`config.mk`:
```
export PLATFORM = sky130hd
export DESIGN_NAME = spi_req_arbiter_flat
export DESIGN_NICKNAME = d
export VERILOG_FILES = /design/src/rtl/spi_req_arbiter_if.sv /design/src/rtl/spi_req_arbiter.sv /design/src/flat_wrapper.sv
export SDC_FILE = /design/constraint.sdc
export NUM_CORES = 1
export LEC_CHECK = 0
export CORE_ASPECT_RATIO = 1.25
export CORE_MARGIN = 2
export CORE_UTILIZATION = 43
export DETAILED_ROUTE_END_ITERATION = 8
export PLACE_DENSITY_LB_ADDON = 0.2
export SYNTH_ARGS = -nofsm -noshare
export SYNTH_HDL_FRONTEND = slang
export SYNTH_SLANG_ARGS = --single-unit
```
`constraint.sdc`:
```
create_clock -name clk -period 1.68 [get_ports clk]
set_input_delay 0.42 -clock clk [delete_from_list [all_inputs] [get_ports clk]]
set_output_delay 0.42 -clock clk [all_outputs]
set_load 0.05 [all_outputs]
```
`src/rtl/spi_req_arbiter_if.sv`:
```
// Bus bundle between the two client FSMs, the burst arbiter and one spi_master.
// Handshake: spi_data_valid is a one-cycle launch pulse that carries spi_data_send. spi_recv_completed
// is a one-cycle pulse returning spi_data_recv. tx_take, rx_valid and done are one-cycle pulses aimed
// at the owning channel. req is a level and is only looked at while the arbiter is idle.
interface spi_req_arbiter_if #(
   parameter int LEN_W = 8
);
   logic [1:0]       req;
   logic [LEN_W-1:0] len0;
   logic [LEN_W-1:0] len1;
   logic [7:0]       tx0;
   logic [7:0]       tx1;
   logic [1:0]       tx_take;
   logic [7:0]       rx_data;
   logic [1:0]       rx_valid;
   logic [1:0]       done;
   logic             err;
   logic [1:0]       grant;
   logic             busy;
   logic [7:0]       spi_data_send;
   logic             spi_data_valid;
   logic [7:0]       spi_data_recv;
   logic             spi_recv_completed;
   logic [2:0]       dbg_state;

   modport master (
      input  req, len0, len1, tx0, tx1, spi_data_recv, spi_recv_completed,
      output tx_take, rx_data, rx_valid, done, err, grant, busy,
             spi_data_send, spi_data_valid, dbg_state
   );

   modport slave (
      output req, len0, len1, tx0, tx1, spi_data_recv, spi_recv_completed,
      input  tx_take, rx_data, rx_valid, done, err, grant, busy,
             spi_data_send, spi_data_valid, dbg_state
   );
endinterface

```
`src/rtl/spi_req_arbiter.sv`:
```
// Round-robin arbiter that lends one spi_master to two channels for whole multi-byte bursts,
// with an idle gap between bytes and a per-byte watchdog that aborts a stuck transfer.
module spi_req_arbiter #(
   parameter int LEN_W      = 8,
   parameter int GAP_CYCLES = 2,
   parameter int TIMEOUT    = 1024
) (
   input  logic              clk,
   input  logic              rst,
   spi_req_arbiter_if.master bus
);
   typedef enum logic [2:0] {
      S_IDLE   = 3'd0,
      S_LAUNCH = 3'd1,
      S_WAIT   = 3'd2,
      S_GAP    = 3'd3,
      S_FIN    = 3'd4
   } state_t;

   localparam int WW = $clog2(TIMEOUT + 1);
   localparam int GW = $clog2(GAP_CYCLES + 2);
   localparam logic [WW-1:0] WD_LAST  = WW'(TIMEOUT - 1);
   localparam logic [GW-1:0] GAP_LAST = GW'((GAP_CYCLES > 0) ? GAP_CYCLES - 1 : 0);

   state_t           state;
   logic             own;
   logic             last_grant;
   logic [LEN_W-1:0] rem;
   logic [WW-1:0]    wd;
   logic [GW-1:0]    gap_cnt;
   logic             win;
   logic [1:0]       win_oh;
   logic [1:0]       own_oh;
   logic [LEN_W-1:0] win_len;

   // On a tie the channel that did not own the previous burst wins.
   always_comb begin
      win = 1'b0;
      if (bus.req == 2'b11) win = ~last_grant;
      else if (bus.req[1]) win = 1'b1;
   end

   assign win_oh        = win ? 2'b10 : 2'b01;
   assign own_oh        = own ? 2'b10 : 2'b01;
   assign win_len       = win ? bus.len1 : bus.len0;
   assign bus.dbg_state = state;

   always_ff @(posedge clk) begin
      if (rst) begin
         state              <= S_IDLE;
         own                <= 1'b0;
         last_grant         <= 1'b1;
         rem                <= '0;
         wd                 <= '0;
         gap_cnt            <= '0;
         bus.tx_take        <= 2'b00;
         bus.rx_data        <= 8'h00;
         bus.rx_valid       <= 2'b00;
         bus.done           <= 2'b00;
         bus.err            <= 1'b0;
         bus.grant          <= 2'b00;
         bus.busy           <= 1'b0;
         bus.spi_data_send  <= 8'h00;
         bus.spi_data_valid <= 1'b0;
      end else begin
         bus.spi_data_valid <= 1'b0;
         bus.tx_take        <= 2'b00;
         bus.rx_valid       <= 2'b00;
         bus.done           <= 2'b00;
         bus.err            <= 1'b0;
         case (state)
            S_IDLE: begin
               bus.grant <= 2'b00;
               if (bus.req != 2'b00) begin
                  own        <= win;
                  last_grant <= win;
                  bus.grant  <= win_oh;
                  bus.busy   <= 1'b1;
                  rem        <= win_len;
                  if (win_len == '0) begin
                     state    <= S_FIN;
                     bus.done <= win_oh;
                  end else begin
                     state <= S_LAUNCH;
                  end
               end
            end
            S_LAUNCH: begin
               bus.spi_data_send  <= own ? bus.tx1 : bus.tx0;
               bus.spi_data_valid <= 1'b1;
               bus.tx_take        <= own_oh;
               wd                 <= '0;
               state              <= S_WAIT;
            end
            S_WAIT: begin
               if (bus.spi_recv_completed) begin
                  bus.rx_data  <= bus.spi_data_recv;
                  bus.rx_valid <= own_oh;
                  rem          <= rem - 1'b1;
                  if (rem == LEN_W'(1)) begin
                     state    <= S_FIN;
                     bus.done <= own_oh;
                  end else if (GAP_CYCLES == 0) begin
                     state <= S_LAUNCH;
                  end else begin
                     state   <= S_GAP;
                     gap_cnt <= '0;
                  end
               end else if (wd == WD_LAST) begin
                  // done/err land exactly TIMEOUT cycles after the launch pulse.
                  state    <= S_FIN;
                  bus.done <= own_oh;
                  bus.err  <= 1'b1;
               end else begin
                  wd <= wd + 1'b1;
               end
            end
            S_GAP: begin
               if (gap_cnt == GAP_LAST) state <= S_LAUNCH;
               else gap_cnt <= gap_cnt + 1'b1;
            end
            S_FIN: begin
               // grant stays up one more cycle so the owner is still visible after done.
               bus.busy <= 1'b0;
               state    <= S_IDLE;
            end
            default: state <= S_IDLE;
         endcase
      end
   end
endmodule

```
`src/flat_wrapper.sv`:
```
// flat-port wrapper written by rule: the top's interface ports become plain ports
module spi_req_arbiter_flat 
#(
   parameter int LEN_W      = 8,
   parameter int GAP_CYCLES = 2,
   parameter int TIMEOUT    = 1024
)
  (clk, rst, bus_req, bus_len0, bus_len1, bus_tx0, bus_tx1, bus_spi_data_recv, bus_spi_recv_completed, bus_tx_take, bus_rx_data, bus_rx_valid, bus_done, bus_err, bus_grant, bus_busy, bus_spi_data_send, bus_spi_data_valid, bus_dbg_state);
  spi_req_arbiter_if #(.LEN_W(LEN_W)) bus_i ();
  input  logic clk;
  input  logic rst;
  input wire logic [$bits(bus_i.req)-1:0] bus_req;
  input wire logic [$bits(bus_i.len0)-1:0] bus_len0;
  input wire logic [$bits(bus_i.len1)-1:0] bus_len1;
  input wire logic [$bits(bus_i.tx0)-1:0] bus_tx0;
  input wire logic [$bits(bus_i.tx1)-1:0] bus_tx1;
  input wire logic [$bits(bus_i.spi_data_recv)-1:0] bus_spi_data_recv;
  input wire logic [$bits(bus_i.spi_recv_completed)-1:0] bus_spi_recv_completed;
  output wire logic [$bits(bus_i.tx_take)-1:0] bus_tx_take;
  output wire logic [$bits(bus_i.rx_data)-1:0] bus_rx_data;
  output wire logic [$bits(bus_i.rx_valid)-1:0] bus_rx_valid;
  output wire logic [$bits(bus_i.done)-1:0] bus_done;
  output wire logic [$bits(bus_i.err)-1:0] bus_err;
  output wire logic [$bits(bus_i.grant)-1:0] bus_grant;
  output wire logic [$bits(bus_i.busy)-1:0] bus_busy;
  output wire logic [$bits(bus_i.spi_data_send)-1:0] bus_spi_data_send;
  output wire logic [$bits(bus_i.spi_data_valid)-1:0] bus_spi_data_valid;
  output wire logic [$bits(bus_i.dbg_state)-1:0] bus_dbg_state;
  assign bus_i.req = bus_req;
  assign bus_i.len0 = bus_len0;
  assign bus_i.len1 = bus_len1;
  assign bus_i.tx0 = bus_tx0;
  assign bus_i.tx1 = bus_tx1;
  assign bus_i.spi_data_recv = bus_spi_data_recv;
  assign bus_i.spi_recv_completed = bus_spi_recv_completed;
  assign bus_tx_take = bus_i.tx_take;
  assign bus_rx_data = bus_i.rx_data;
  assign bus_rx_valid = bus_i.rx_valid;
  assign bus_done = bus_i.done;
  assign bus_err = bus_i.err;
  assign bus_grant = bus_i.grant;
  assign bus_busy = bus_i.busy;
  assign bus_spi_data_send = bus_i.spi_data_send;
  assign bus_spi_data_valid = bus_i.spi_data_valid;
  assign bus_dbg_state = bus_i.dbg_state;
  spi_req_arbiter #(.LEN_W(LEN_W), .GAP_CYCLES(GAP_CYCLES), .TIMEOUT(TIMEOUT)) u_core (.clk(clk), .rst(rst), .bus(bus_i));
endmodule
```
Word-level counts from Yosys, hierarchy flattened

Index checks and enable logic that the tools add are counted.

Register bits after elaboration: 53
Logic and storage cells: 89
Output and inout bits: 30

Mux-type cells: 34
Equality and inequality tests: 16
Bitwise gates (word level): 4
Add/sub/neg operators: 3
Reductions and logical operators: 17

Operator list:

| operator                                                           | number |
|---|---|
| 8-bit two-way mux                                                  | 4 |
| 11-bit two-way mux                                                 | 2 |
| 2-bit two-way mux                                                  | 11 |
| 11-bit one-hot mux with 2 select lines                             | 1 |
| 3-bit two-way mux                                                  | 6 |
| 8-bit one-hot mux with 2 select lines                              | 1 |
| 3-bit one-hot mux with 4 select lines                              | 1 |
| 11-bit by 1-bit adder with 11-bit output, second input constant    | 1 |
| 11-bit by 10-bit == test with 1-bit output, second input constant  | 1 |
| 2-bit != test, second input constant                               | 5 |
| 2-bit nonzero test                                                 | 5 |
| 3-bit AND reduction                                                | 3 |
| 8-bit by 1-bit == test with 1-bit output, second input constant    | 1 |
| 8-bit zero test                                                    | 1 |
| 2-bit one-hot mux with 2 select lines                              | 2 |
| 8-bit by 1-bit subtractor with 8-bit output, second input constant | 1 |
| 3-bit by 2-bit == test with 1-bit output, second input constant    | 2 |
| 2-bit AND reduction                                                | 3 |
| 3-bit OR reduction                                                 | 2 |
| 1-bit two-way mux                                                  | 5 |
| 2-bit by 1-bit != test with 1-bit output, second input constant    | 2 |
| 1-bit inverter                                                     | 4 |
| 4-bit AND reduction                                                | 1 |
| 3-bit by 1-bit == test with 1-bit output, second input constant    | 1 |
| 8 further kinds                                                    | 8 |

Longest topological paths before layout

Gate-level depths: netlist of run 1.

Depth after elaboration: 7
Gate-level depth with buffers: 7
Mapped depth without buffers: 6

Worst setup path before layout of run 1

OpenSTA, ideal clock, no wires.

Path kind: reg2reg
Start: register u_core.state[0] (netlist: u_core.bus.dbg_state[0])
End: register u_core.bus.spi_data_send[7] (netlist name)
Stages on the path, launching flop included: 6
Path slack: -0.213 ns
Library setup time: 0.086 ns
Period minus slack after synthesis: 1.893 ns
Arrival time: 1.807 ns
Path buffers: 2
Cell sequence: dfxtp_1 -> buf_2 -> nor3b_4 -> buf_2 -> nor2_1 -> a211oi_1

Word-level cells in the longest chain between the ends: 1

RTL lines:

| what                                     | RTL line                 | text |
|---|---|---|
| from (decl)                              | spi_req_arbiter.sv:25    | `state_t state;` |
| from (signal assigned)                   | spi_req_arbiter.sv:50    | `state <= S_IDLE;` |
| from (signal assigned)                   | spi_req_arbiter.sv:81    | `state <= S_FIN;` |
| from (signal assigned)                   | spi_req_arbiter.sv:84    | `state <= S_LAUNCH;` |
| 3-bit by 1-bit == test with 1-bit output | spi_req_arbiter.sv:71    | `case (state)` |
| to (signal assigned)                     | spi_req_arbiter.sv:89    | `bus.spi_data_send <= own ? bus.tx1 : bus.tx0;` |
| to (decl)                                | spi_req_arbiter_if.sv:29 | `spi_data_send, spi_data_valid, dbg_state` |

No other way between the ends.
A chain may end at the register's enable or synchronous reset.

Worst setup path in the final report of run 1

Start: input port bus_len0[3]
End: register u_core.bus.done[0]

Word-level cells in the longest chain between the ends: 5

RTL lines:

| what                                  | RTL line                 | text |
|---|---|---|
| from (decl)                           | flat_wrapper.sv:13       | `input wire logic [$bits(bus_i.len0)-1:0] bus_len0;` |
| 8-bit two-way mux                     | spi_req_arbiter.sv:45    | `assign win_len = win ? bus.len1 : bus.len0;` |
| 8-bit zero test                       | spi_req_arbiter.sv:80    | `if (win_len == '0) begin` |
| 2-bit two-way mux                     | spi_req_arbiter.sv:80    |  |
| 2-bit two-way mux                     | spi_req_arbiter.sv:74    | `if (bus.req != 2'b00) begin` |
| 2-bit one-hot mux with 2 select lines | spi_req_arbiter.sv:71    |  |
| to (signal assigned)                  | spi_req_arbiter.sv:82    | `bus.done <= win_oh;` |
| to (signal assigned)                  | spi_req_arbiter.sv:102   | `bus.done <= own_oh;` |
| to (signal assigned)                  | spi_req_arbiter.sv:112   | `bus.done <= own_oh;` |
| to (decl)                             | spi_req_arbiter_if.sv:28 | `output tx_take, rx_data, rx_valid, done, err, grant, busy,` |

No other way between the ends.

==> results of run 1 <==
[per-layer routing]
layer / share of wire (%) / GRT usage, % / vias up
li1: - / - / 1375
met1: 42 / 27.1 / 1287
met2: 53 / 40.3 / 57
met3: 3.7 / 3.30 / 8
met4: 1.4 / 6.21 / 0
met5: 0 / 0 / -
[worst max-delay path: stages]
cell and delay, ps:
buf_2 110, or4_4 510, or2_4 270, or4b_1 500, o31ai_1 80
[Yosys cell counts (2+ instances only)]
cell type / count / area share (%)
nand4b_1: 2 / 0.66
nor2b_1: 2 / 0.47
o31ai_1: 9 / 2.6
a21oi_1: 31 / 5.9
nand3b_1: 2 / 0.57
a22oi_1: 2 / 0.57
nor3_1: 8 / 1.5
o21ai_0: 10 / 1.9
a211o_1: 2 / 0.66
mux2i_1: 12 / 4.5
clkbuf_1: 9 / 1.3
ha_1: 4 / 1.9
and3_1: 7 / 1.7
nor2_1: 25 / 3.6
mux2_2: 5 / 2.1
or4_1: 12 / 3.4
nand4bb_1: 2 / 0.85
nor4_1: 4 / 0.95
o211ai_1: 6 / 1.7
or2_2: 2 / 0.47
inv_1: 9 / 1.3
nand2_1: 31 / 4.4
a221oi_1: 2 / 0.66
nand3_1: 9 / 1.7
a211oi_1: 11 / 3.1
dfxtp_1: 53 / 40
or3_1: 3 / 0.71
a31oi_1: 4 / 0.95
buf_2: 8 / 1.5
o21ai_1: 4 / 0.76
[placed cells by master (no fill, tap or decap), types with 9 or more instances in the layout]
master           synthesis  layout
a211oi_1                11      11
a21oi_1                 31      29
buf_4                    0      70
clkdlybuf4s50_1          0      26
dfxtp_1                 53      46
inv_1                    9       9
mux2i_1                 12      11
nand2_1                 31      31
nand3_1                  9       9
nor2_1                  25      23
o21ai_0                 10      10
o31ai_1                  9       9
[power groups by stage]
stage / clock (uW) / sequential [uW] / combinational (uW)
floorplan: 0 / 2340 / 1310
global placement: 0 / 1850 / 2900
detailed placement: 0 / 1850 / 2930
CTS: 931 / 1830 / 2970
global route: 983 / 1890 / 3240
finish: 926 / 1840 / 3000
[per-stage QoR]
stage	setup WS [ps]	utilization, %	cells	cell area, um^2
after floorplan	-128	-	312	2660
after global placement	-624	63.5	491	3720
after detailed placement	-650	63.5	491	3720
after CTS	0.957	65.8	500	3850
after global routing	-4.81	66.9	503	3920
final	32.7	66.9	503	3920
[flip-flops by register name, summed over array words and instances, names as in the netlist, 2 cells and up]
signal                    flops
u_core.rem                    8
u_core.wd                    11
u_core.bus.tx_take            2
u_core.bus.dbg_state          3
u_core.bus.grant              2
u_core.bus.rx_valid           2
u_core.gap_cnt                2
u_core.bus.spi_data_send      8
u_core.bus.done               2
u_core.bus.rx_data            8
[kinds of logic after synthesis]
family	Yosys count	synth area share (%)
adders and majority gates	4	1.89
AOI/OAI and AO/OA	89	21.4
buffers and inverters	27	4.21
and+or+nand+nor	122	25.7
DFF	53	40.2
muxes	17	6.68
[how the worst max path moves through the flow]
stage                                start                       endpoint  slack, ps  cells past startpoint
floorplan                      bus_len0[0]  u_core.bus.done[0]$_SDFF_PP0_       -130                      4
global placement               bus_len0[0]  u_core.bus.done[0]$_SDFF_PP0_       -620                      5
detailed placement             bus_len0[0]  u_core.bus.done[0]$_SDFF_PP0_       -650                      5
CTS                 bus_spi_recv_completed     u_core.rem[7]$_SDFFE_PP0P_          1                      5
global route                   bus_len0[1]  u_core.bus.done[0]$_SDFF_PP0_         -5                      5
finish                         bus_len0[3]  u_core.bus.done[0]$_SDFF_PP0_         30                      5
[repair_timing]
action / in CTS / in global routing
pin swaps: 10 / 12
gates cloned: 1 / 0
setup buffers: 0 / 3
resized for setup: 33 / 26
endpoints found under the setup margin: 11 / 27
[area by class of cell]
| class | count | area [um^2] |
|---|---|---|
| flip-flops and latches | 53 | 1070 |
| fillers | 499 | 1940 |
| repair buffers | 119 | 1030 |
| inverters | 9 | 33.8 |
| well taps | 82 | 103 |
| clock inverters | 2 | 36.3 |
| multi-input cells | 232 | 1560 |
| clock buffers | 6 | 82.6 |
==> impl_metrics.yaml, run 1 <==
setup_path:
  rr_worst_depth: 5
  crit_type: "input port to flip-flop"
  cp_data_required_time_ps: 1910
  worstReg2RegStart: "u_core.rem[4]$_SDFFE_PP0P_"
  timing.rr.end: "u_core.rem[7]$_SDFFE_PP0P_"
  critPathMaxFanout: 2
  start_kind: "input port"
  r2r_slack_ps: 90
  end_kind: "flip-flop"
  arrival_ps: 1880
power:
  total_leakage_power_uw: 0.00155
  intPower_uw: 3330
  pwr-share-seq_pct: 31.9
  p_sw_share_pct: 42.2
  switchingPower_uw: 2430
  finalPower_uw: 5760
  pwr-share-comb_pct: 52.0
  power-per-cell-area_nw_per_um2: 1470
  vdd_drop_max_mv: 0.930
  clkPwrFrac_pct: 16.1
logic_synthesis:
  syn_area_um2: 2640
  syn_nets: 361
  synth-edff-count: 0
  ys.flop_type: "dfxtp_1"
  seq_area_frac_synth_pct: 40.2
  ys_types: 52
  ys_ff_latch: 53
  avgSynthCellArea_um2: 8.47
  synthesis.instances: 312
  yosys_warnings: 0
  synthArstFlopShare_pct: 0
timing:
  slew_viol_final: 0
  fmax_ghz: 0.607
  rsz0062_at_grt: "yes"
  period_needed_ps: 1650
  slew_headroom_pct: 62.4
  hold_violations: 0
  tightest_slew_ps: 563
  fin_crit_sh_pct: 98.1
  whs_ps: 465
  setup_tns_ps: 0
  finalSetupViolCount: 0
  finClkSkew_ps: 6.80
outcome:
  status: "complete, no violations"
clock_network:
  cts_tree: "yes"
  clk-insertion-delay-late_ps: 310
  holdBufCountCts: 0
  clkSinkCount: 53
  cts_buffer_depth: 2
  cts_buffers: 5
  cts-root-buf: "clkbuf_8"
  clkTransAtPathRegs_ps: 100
  ctsHtreeMaxLevel: 2
global_route:
  grt_overflow: 0
  antenna_found_initial: 0
  grt.total_usage_pct: 22.4
  grt_pass1_vias: 2675
  grt_pass1_wl_um: 12100
  grt_max_degree: 18
floorplanning:
  die_y_um: 91.6
  start_util_pct: 45.1
  die_w_um: 74.1
  core_um2: 5860
  row_count: 31
  die_area_um2: 6790
  io-pin-count: 75
placement:
  placement.io_buffers: 74
  dp_hpwl_um: 5370
  place_congestion: 0.859
layout:
  drive_above_1_share_pct: 29.9
  area_delta_synth_final_pct: 48.3
  nets: 469
  num_antenna_cells: 0
detailed_routing:
  vias: 2727
  drc: 0
  final_antenna_net_count: 0
  drtIter0Drc: 101
  first_pass_iters: 4
  drt-vias-per-instance: 5.42
  wl_um: 7150
  routedWlPerCell_um: 14.2
job:
  cap_viol_max_count: 0
worst_hold_path:
  hold_path_end: "u_core.bus.grant[1]$_SDFFE_PP0P_"
  holdCritStartpoint: "u_core.bus.grant[1]$_SDFFE_PP0P_"
  hold_path_depth: 2
  hp-class: "flip-flop to flip-flop"
Power figures use the tool's default switching activity.
==> run 2: changes to the inputs <==
--- a/config.mk
+++ b/config.mk
@@ -6,7 +6,7 @@
 export NUM_CORES = 1
 export LEC_CHECK = 0
 export CORE_ASPECT_RATIO = 1.25
-export CORE_MARGIN = 2
+export CORE_MARGIN = 3
 export CORE_UTILIZATION = 43
 export DETAILED_ROUTE_END_ITERATION = 8
 export PLACE_DENSITY_LB_ADDON = 0.2
==> run 2 against run 1 <==
Compared with the run above: non-clock buffer count increased by 3; sequential power is essentially flat; count of clock-buffer cells in the layout rose by 1; final cell count rose by 0.40%; sequential cell count is the same; critical path type unchanged; clock power decreased by 19%; largest cell class unchanged; largest power group unchanged; fmax is 1.5% lower.
==> impl_metrics.yaml, run 2 (synthesis results as in run 1) <==
outcome:
  status: "complete, no violations"
placement:
  placement.io_buffers: 74
  dp_hpwl_um: 5610
  dp_worst_setup_slack_ps: -666
  place_congestion: 0.829
  dp.cells: 497
layout:
  largest_reg_flops: 11
  num_antenna_cells: 0
  top_register: "u_core.wd"
  mostFrequentLayoutCell: "buf_4"
  num-fill-cells: 523
  area_delta_synth_final_pct: 48.3
  nets: 472
  finalNonFillerCells: 505
  mostFrequentLayoutCells: "73 x buf_4, 46 x dfxtp_1, 30 x nand2_1, 30 x a21oi_1, 26 x clkdlybuf4s50_1"
  drive_above_1_share_pct: 29.8
floorplanning:
  io-pin-count: 75
  die_y_um: 93.6
  die_w_um: 76.1
  row_count: 31
  core_um2: 5860
  start_util_pct: 45.1
  die_area_um2: 7130
detailed_routing:
  drt-vias-per-instance: 5.42
  final_antenna_net_count: 0
  wl_um: 7390
  drc: 0
  vias: 2737
  routedWlPerCell_um: 14.6
  drtIter0Drc: 106
  first_pass_iters: 4
power:
  power-per-cell-area_nw_per_um2: 1450
  vdd_drop_max_mv: 0.803
  finalPower_uw: 5690
  total_leakage_power_uw: 0.00154
clock_network:
  ctsHtreeMaxLevel: 2
  clk-insertion-delay-late_ps: 310
  clkTransAtPathRegs_ps: 90
  cts-root-buf: "clkbuf_8"
  clkSinkCount: 53
  holdBufCountCts: 0
  cts_buffer_depth: 2
  cts_tree: "yes"
  cts_buffers: 5
timing:
  fin_crit_sh_pct: 99.6
  finClkSkew_ps: 6.10
  fmax_ghz: 0.598
  period_needed_ps: 1670
  hold_violations: 0
  slew_viol_final: 0
  finalSetupViolCount: 0
  rsz0062_at_grt: "yes"
  tightest_slew_ps: 424
  fin_ws_ps: 6.95
  slew_headroom_pct: 71.5
setup_path:
  cp_data_required_time_ps: 1910
  start_kind: "input port"
  worstReg2RegStart: "u_core.wd[0]$_SDFFE_PP0P_"
  arrival_ps: 1900
  crit_type: "input port to flip-flop"
  timing.rr.end: "u_core.wd[9]$_SDFFE_PP0P_"
  critPathMaxFanout: 2
  rr_worst_depth: 6
  crit_start: "bus_len0[1]"
  end_kind: "flip-flop"
  r2r_slack_ps: 70
job:
  cap_viol_max_count: 0
global_route:
  grt_overflow: 0
  antenna_found_initial: 0
  grt_max_degree: 19
  grt_pass1_wl_um: 12200
  grt_pass1_vias: 2615
  grt.total_usage_pct: 21.2
worst_hold_path:
  hp-class: "flip-flop to flip-flop"
  holdCritStartpoint: "u_core.bus.rx_data[0]$_SDFFE_PP0P_"
  hold_path_end: "u_core.bus.rx_data[0]$_SDFFE_PP0P_"
  hold_path_depth: 2
[run 2: critical path, stage by stage]
cell      delay (ps)
clkbuf_2          90
or4_4            520
or2_4            270
or4b_1           520
o31ai_1           80
[run 2: worst max path at each step]
stage                                          to  slack (ps)  depth (start not counted)
global placement    u_core.bus.done[0]$_SDFF_PP0_        -610                          5
CTS                 u_core.bus.done[0]$_SDFF_PP0_         -20                          5
detailed placement  u_core.bus.done[0]$_SDFF_PP0_        -670                          5
floorplan           u_core.bus.done[0]$_SDFF_PP0_        -130                          4
finish              u_core.bus.done[0]$_SDFF_PP0_           7                          5
global route            u_core.wd[9]$_SDFFE_PP0P_         -10                          6
[run 2: metrics by stage]
step | hold WS, ps | instance area, um^2 | setup TNS (ps) | util, %
2_1_floorplan | 420 | 2660 | -128 | -
3_3_place_gp | 442 | 3770 | -9330 | 64.5
3_5_place_dp | 450 | 3770 | -9700 | 64.5
4_1_cts | 463 | 3870 | -17.7 | 66.1
5_1_grt | 487 | 3920 | -37.3 | 66.9
6_report | 460 | 3920 | 0 | 66.9
[run 2: where the power goes]
| group | internal, uW | total [uW] | switching (uW) |
|---|---|---|---|
| combinational | 1390 | 3140 | 1750 |
| clock | 328 | 747 | 418 |
| sequential | 1540 | 1810 | 265 |
| total | 3260 | 5690 | 2430 |
[run 2: repair_timing]
action | 4_1_cts | 5_1_grt
pin swaps | 9 | 11
hold endpoints to repair | 0 | 0
gates resized for setup | 36 | 25
setup buffers | 0 | 1
setup endpoints to repair | 15 | 8
[run 2: cell type report]
cell class | count | area (um^2) | share of cell area [%]
repair buffers | 122 | 1060 | 27.1
flip-flops and latches | 53 | 1070 | 27.4
well taps | 82 | 103 | 2.62
inverters | 9 | 33.8 | 0.862
multi-input cells | 232 | 1560 | 39.8
clock buffers | 7 | 86.3 | 2.20
[run 2: routing by layer]
layer	vias to the layer above	share of wire (%)	track usage, %
met5	-	0	0
met4	0	1.9	7.10
met3	12	5.6	4.72
met2	80	51	40.0
met1	1261	41	23.5
li1	1384	-	-
==> run 3: changes to the inputs <==
--- a/config.mk
+++ b/config.mk
@@ -9,7 +9,7 @@
 export CORE_MARGIN = 3
 export CORE_UTILIZATION = 43
 export DETAILED_ROUTE_END_ITERATION = 8
-export PLACE_DENSITY_LB_ADDON = 0.2
+export PLACE_DENSITY = 0.77
 export SYNTH_ARGS = -nofsm -noshare
 export SYNTH_HDL_FRONTEND = slang
 export SYNTH_SLANG_ARGS = --single-unit
==> run 3 against run 2 <==
Compared with the run above: critical path type is now flip-flop to flip-flop; die area unchanged; design area decreased by 0.16%; first-iteration DRC count rose by 58%; largest power group unchanged; final cell count is 0.79% lower; count of clock-buffer cells in the layout down 2; setup slack better by 7.1 ps; highest routed layer unchanged.
==> impl_metrics.yaml, run 3 (synthesis results as in run 1) <==
setup_path:
  crit_start: "u_core.wd[0]$_SDFFE_PP0P_"
  critPathTopFamily: "simple AND/OR/NAND/NOR gates"
  worstReg2RegStart: "u_core.wd[0]$_SDFFE_PP0P_"
  critPathMaxFanout: 8
  crit_chain: "ha_2 > nand2_2 > nor4_4 > buf_4 > buf_4 > or4_1 > a21oi_1"
  cp_common_cell: "buf_4"
  crit_slowest_cell: "or4_1"
  start_kind: "flip-flop"
  crit_type: "flip-flop to flip-flop"
  arrival_ps: 1910
  end_kind: "flip-flop"
  critPathBufInv: 2
  cp_data_required_time_ps: 1930
  cp_slowest_stage_delay_ps: 480
floorplanning:
  start_util_pct: 45.1
  die_y_um: 93.6
  core_um2: 5860
  die_w_um: 76.1
  die_area_um2: 7130
  row_count: 31
  io-pin-count: 75
global_route:
  grt_pass1_wl_um: 12200
  grt_busiest_layer: "met2"
  grtUsageMet3_pct: 3.95
  grt_max_degree: 20
  grt.total_usage_pct: 21.0
  grt_pass1_vias: 2614
  gr-usage-met2_pct: 40.0
  grt_overflow: 0
  grt_use_met1_pct: 24.1
  antenna_found_initial: 0
timing:
  hold_violations: 0
  slew_headroom_pct: 64.3
  tightest_slew_ps: 535
  fmax_ghz: 0.600
  fin_crit_sh_pct: 99.2
  finClkSkew_ps: 6.12
  rsz0062_at_grt: "yes"
  slew_viol_final: 0
  finalSetupViolCount: 0
  setup_tns_ps: 0
  fin_ws_ps: 14.1
  period_needed_ps: 1670
power:
  power-per-cell-area_nw_per_um2: 1500
  finalPower_uw: 5870
  vdd_drop_max_mv: 0.717
  total_leakage_power_uw: 0.00151
layout:
  area_delta_synth_final_pct: 48.1
  mostFrequentLayoutCell: "buf_4"
  top_register: "u_core.wd"
  mostFrequentLayoutCells: "67 x buf_4, 49 x dfxtp_1, 31 x a21oi_1, 29 x nand2_1, 26 x clkdlybuf4s50_1"
  drive_above_1_share_pct: 29.4
  nets: 467
  largest_reg_flops: 11
  num_antenna_cells: 0
detailed_routing:
  vias: 2779
  drtIter0Drc: 168
  routedWlPerCell_um: 15.1
  drt-vias-per-instance: 5.55
  drc: 0
  wl_um: 7580
  final_antenna_net_count: 0
  first_pass_iters: 4
worst_hold_path:
  holdCritStartpoint: "u_core.bus.rx_data[2]$_SDFFE_PP0P_"
  hp-class: "flip-flop to flip-flop"
clock_network:
  cts_tree: "yes"
  holdBufCountCts: 0
  clkSinkCount: 53
  cts_buffer_depth: 2
  clkTransAtPathRegs_ps: 100
  clk-insertion-delay-late_ps: 310
  cts-root-buf: "clkbuf_8"
  ctsHtreeMaxLevel: 2
  cts_buffers: 5
placement:
  dp_worst_setup_slack_ps: -640
  dp_hpwl_um: 5640
  place_congestion: 0.829
  placement.io_buffers: 74
job:
  cap_viol_max_count: 0
outcome:
  status: "complete, no violations"
==> run 3: cell count changes in the layout (fill, tap and decap cells not counted), sizes merged <==
cell | before | now
inv | 9 | 11
clkdlybuf4s15 | 0 | 1
buf | 82 | 78
dlygate4sd2 | 6 | 10
dlymetal6s2s | 4 | 0
clkbuf | 11 | 7
bufinv | 0 | 1
==> run 3: area by class of cell <==
| class | count | area [um^2] |
|---|---|---|
| Sequential cell | 53 | 1070 |
| Clock inverter | 3 | 47.5 |
| Tap cell | 82 | 103 |
| Multi-Input combinational cell | 232 | 1570 |
| Fill cell | 502 | 1940 |
| Inverter | 9 | 33.8 |
| Clock buffer | 5 | 68.8 |
| Timing Repair Buffer | 117 | 1020 |
==> run 3: tightest hold or removal path, cell delays in order, from the launching register on <==
cell     delay [ps]
dfxtp_1         320
nand2_1          50
a21oi_1          50
==> run 3: power breakdown <==
part	internal (uW)	switching, uW
Clock	455	443
Sequential	1540	304
Combinational	1370	1750
==> run 3: per-stage QoR <==
| stage | cells | utilization (%) | hold slack (ps) | cell area, um^2 |
|---|---|---|---|---|
| floorplan | 312 | - | 420 | 2660 |
| global placement | 489 | 63.6 | 444 | 3730 |
| detailed placement | 489 | 63.6 | 450 | 3730 |
| CTS | 499 | 65.8 | 465 | 3850 |
| global route | 501 | 66.8 | 494 | 3910 |
| finish | 501 | 66.8 | 462 | 3910 |
==> run 3: timing repair <==
| action | in CTS | in global routing |
|---|---|---|
| pin swaps | 10 | 6 |
| setup buffers | 2 | 2 |
| gates resized for setup | 42 | 17 |
| hold endpoints to repair | 0 | 0 |
| setup endpoints to repair | 15 | 12 |
==> run 3: final timing paths <==
| path | end | slack [ps] | cells past startpoint |
|---|---|---|---|
| worst max-delay path | u_core.wd[6]$_SDFFE_PP0P_ | 10 | 7 |
| worst max register to register | u_core.wd[6]$_SDFFE_PP0P_ | 10 | 7 |
| worst min-delay path | u_core.bus.rx_data[2]$_SDFFE_PP0P_ | 460 | 2 |
| worst min register to register | u_core.bus.rx_data[2]$_SDFFE_PP0P_ | 460 | 2 |
==> run 3: layer usage <==
| layer | routed length [um] | vias to the layer above |
|---|---|---|
| li1 | - | 1376 |
| met1 | 3030 | 1312 |
| met2 | 4120 | 82 |
| met3 | 342 | 9 |
| met4 | 85 | 0 |
| met5 | 0 | - |
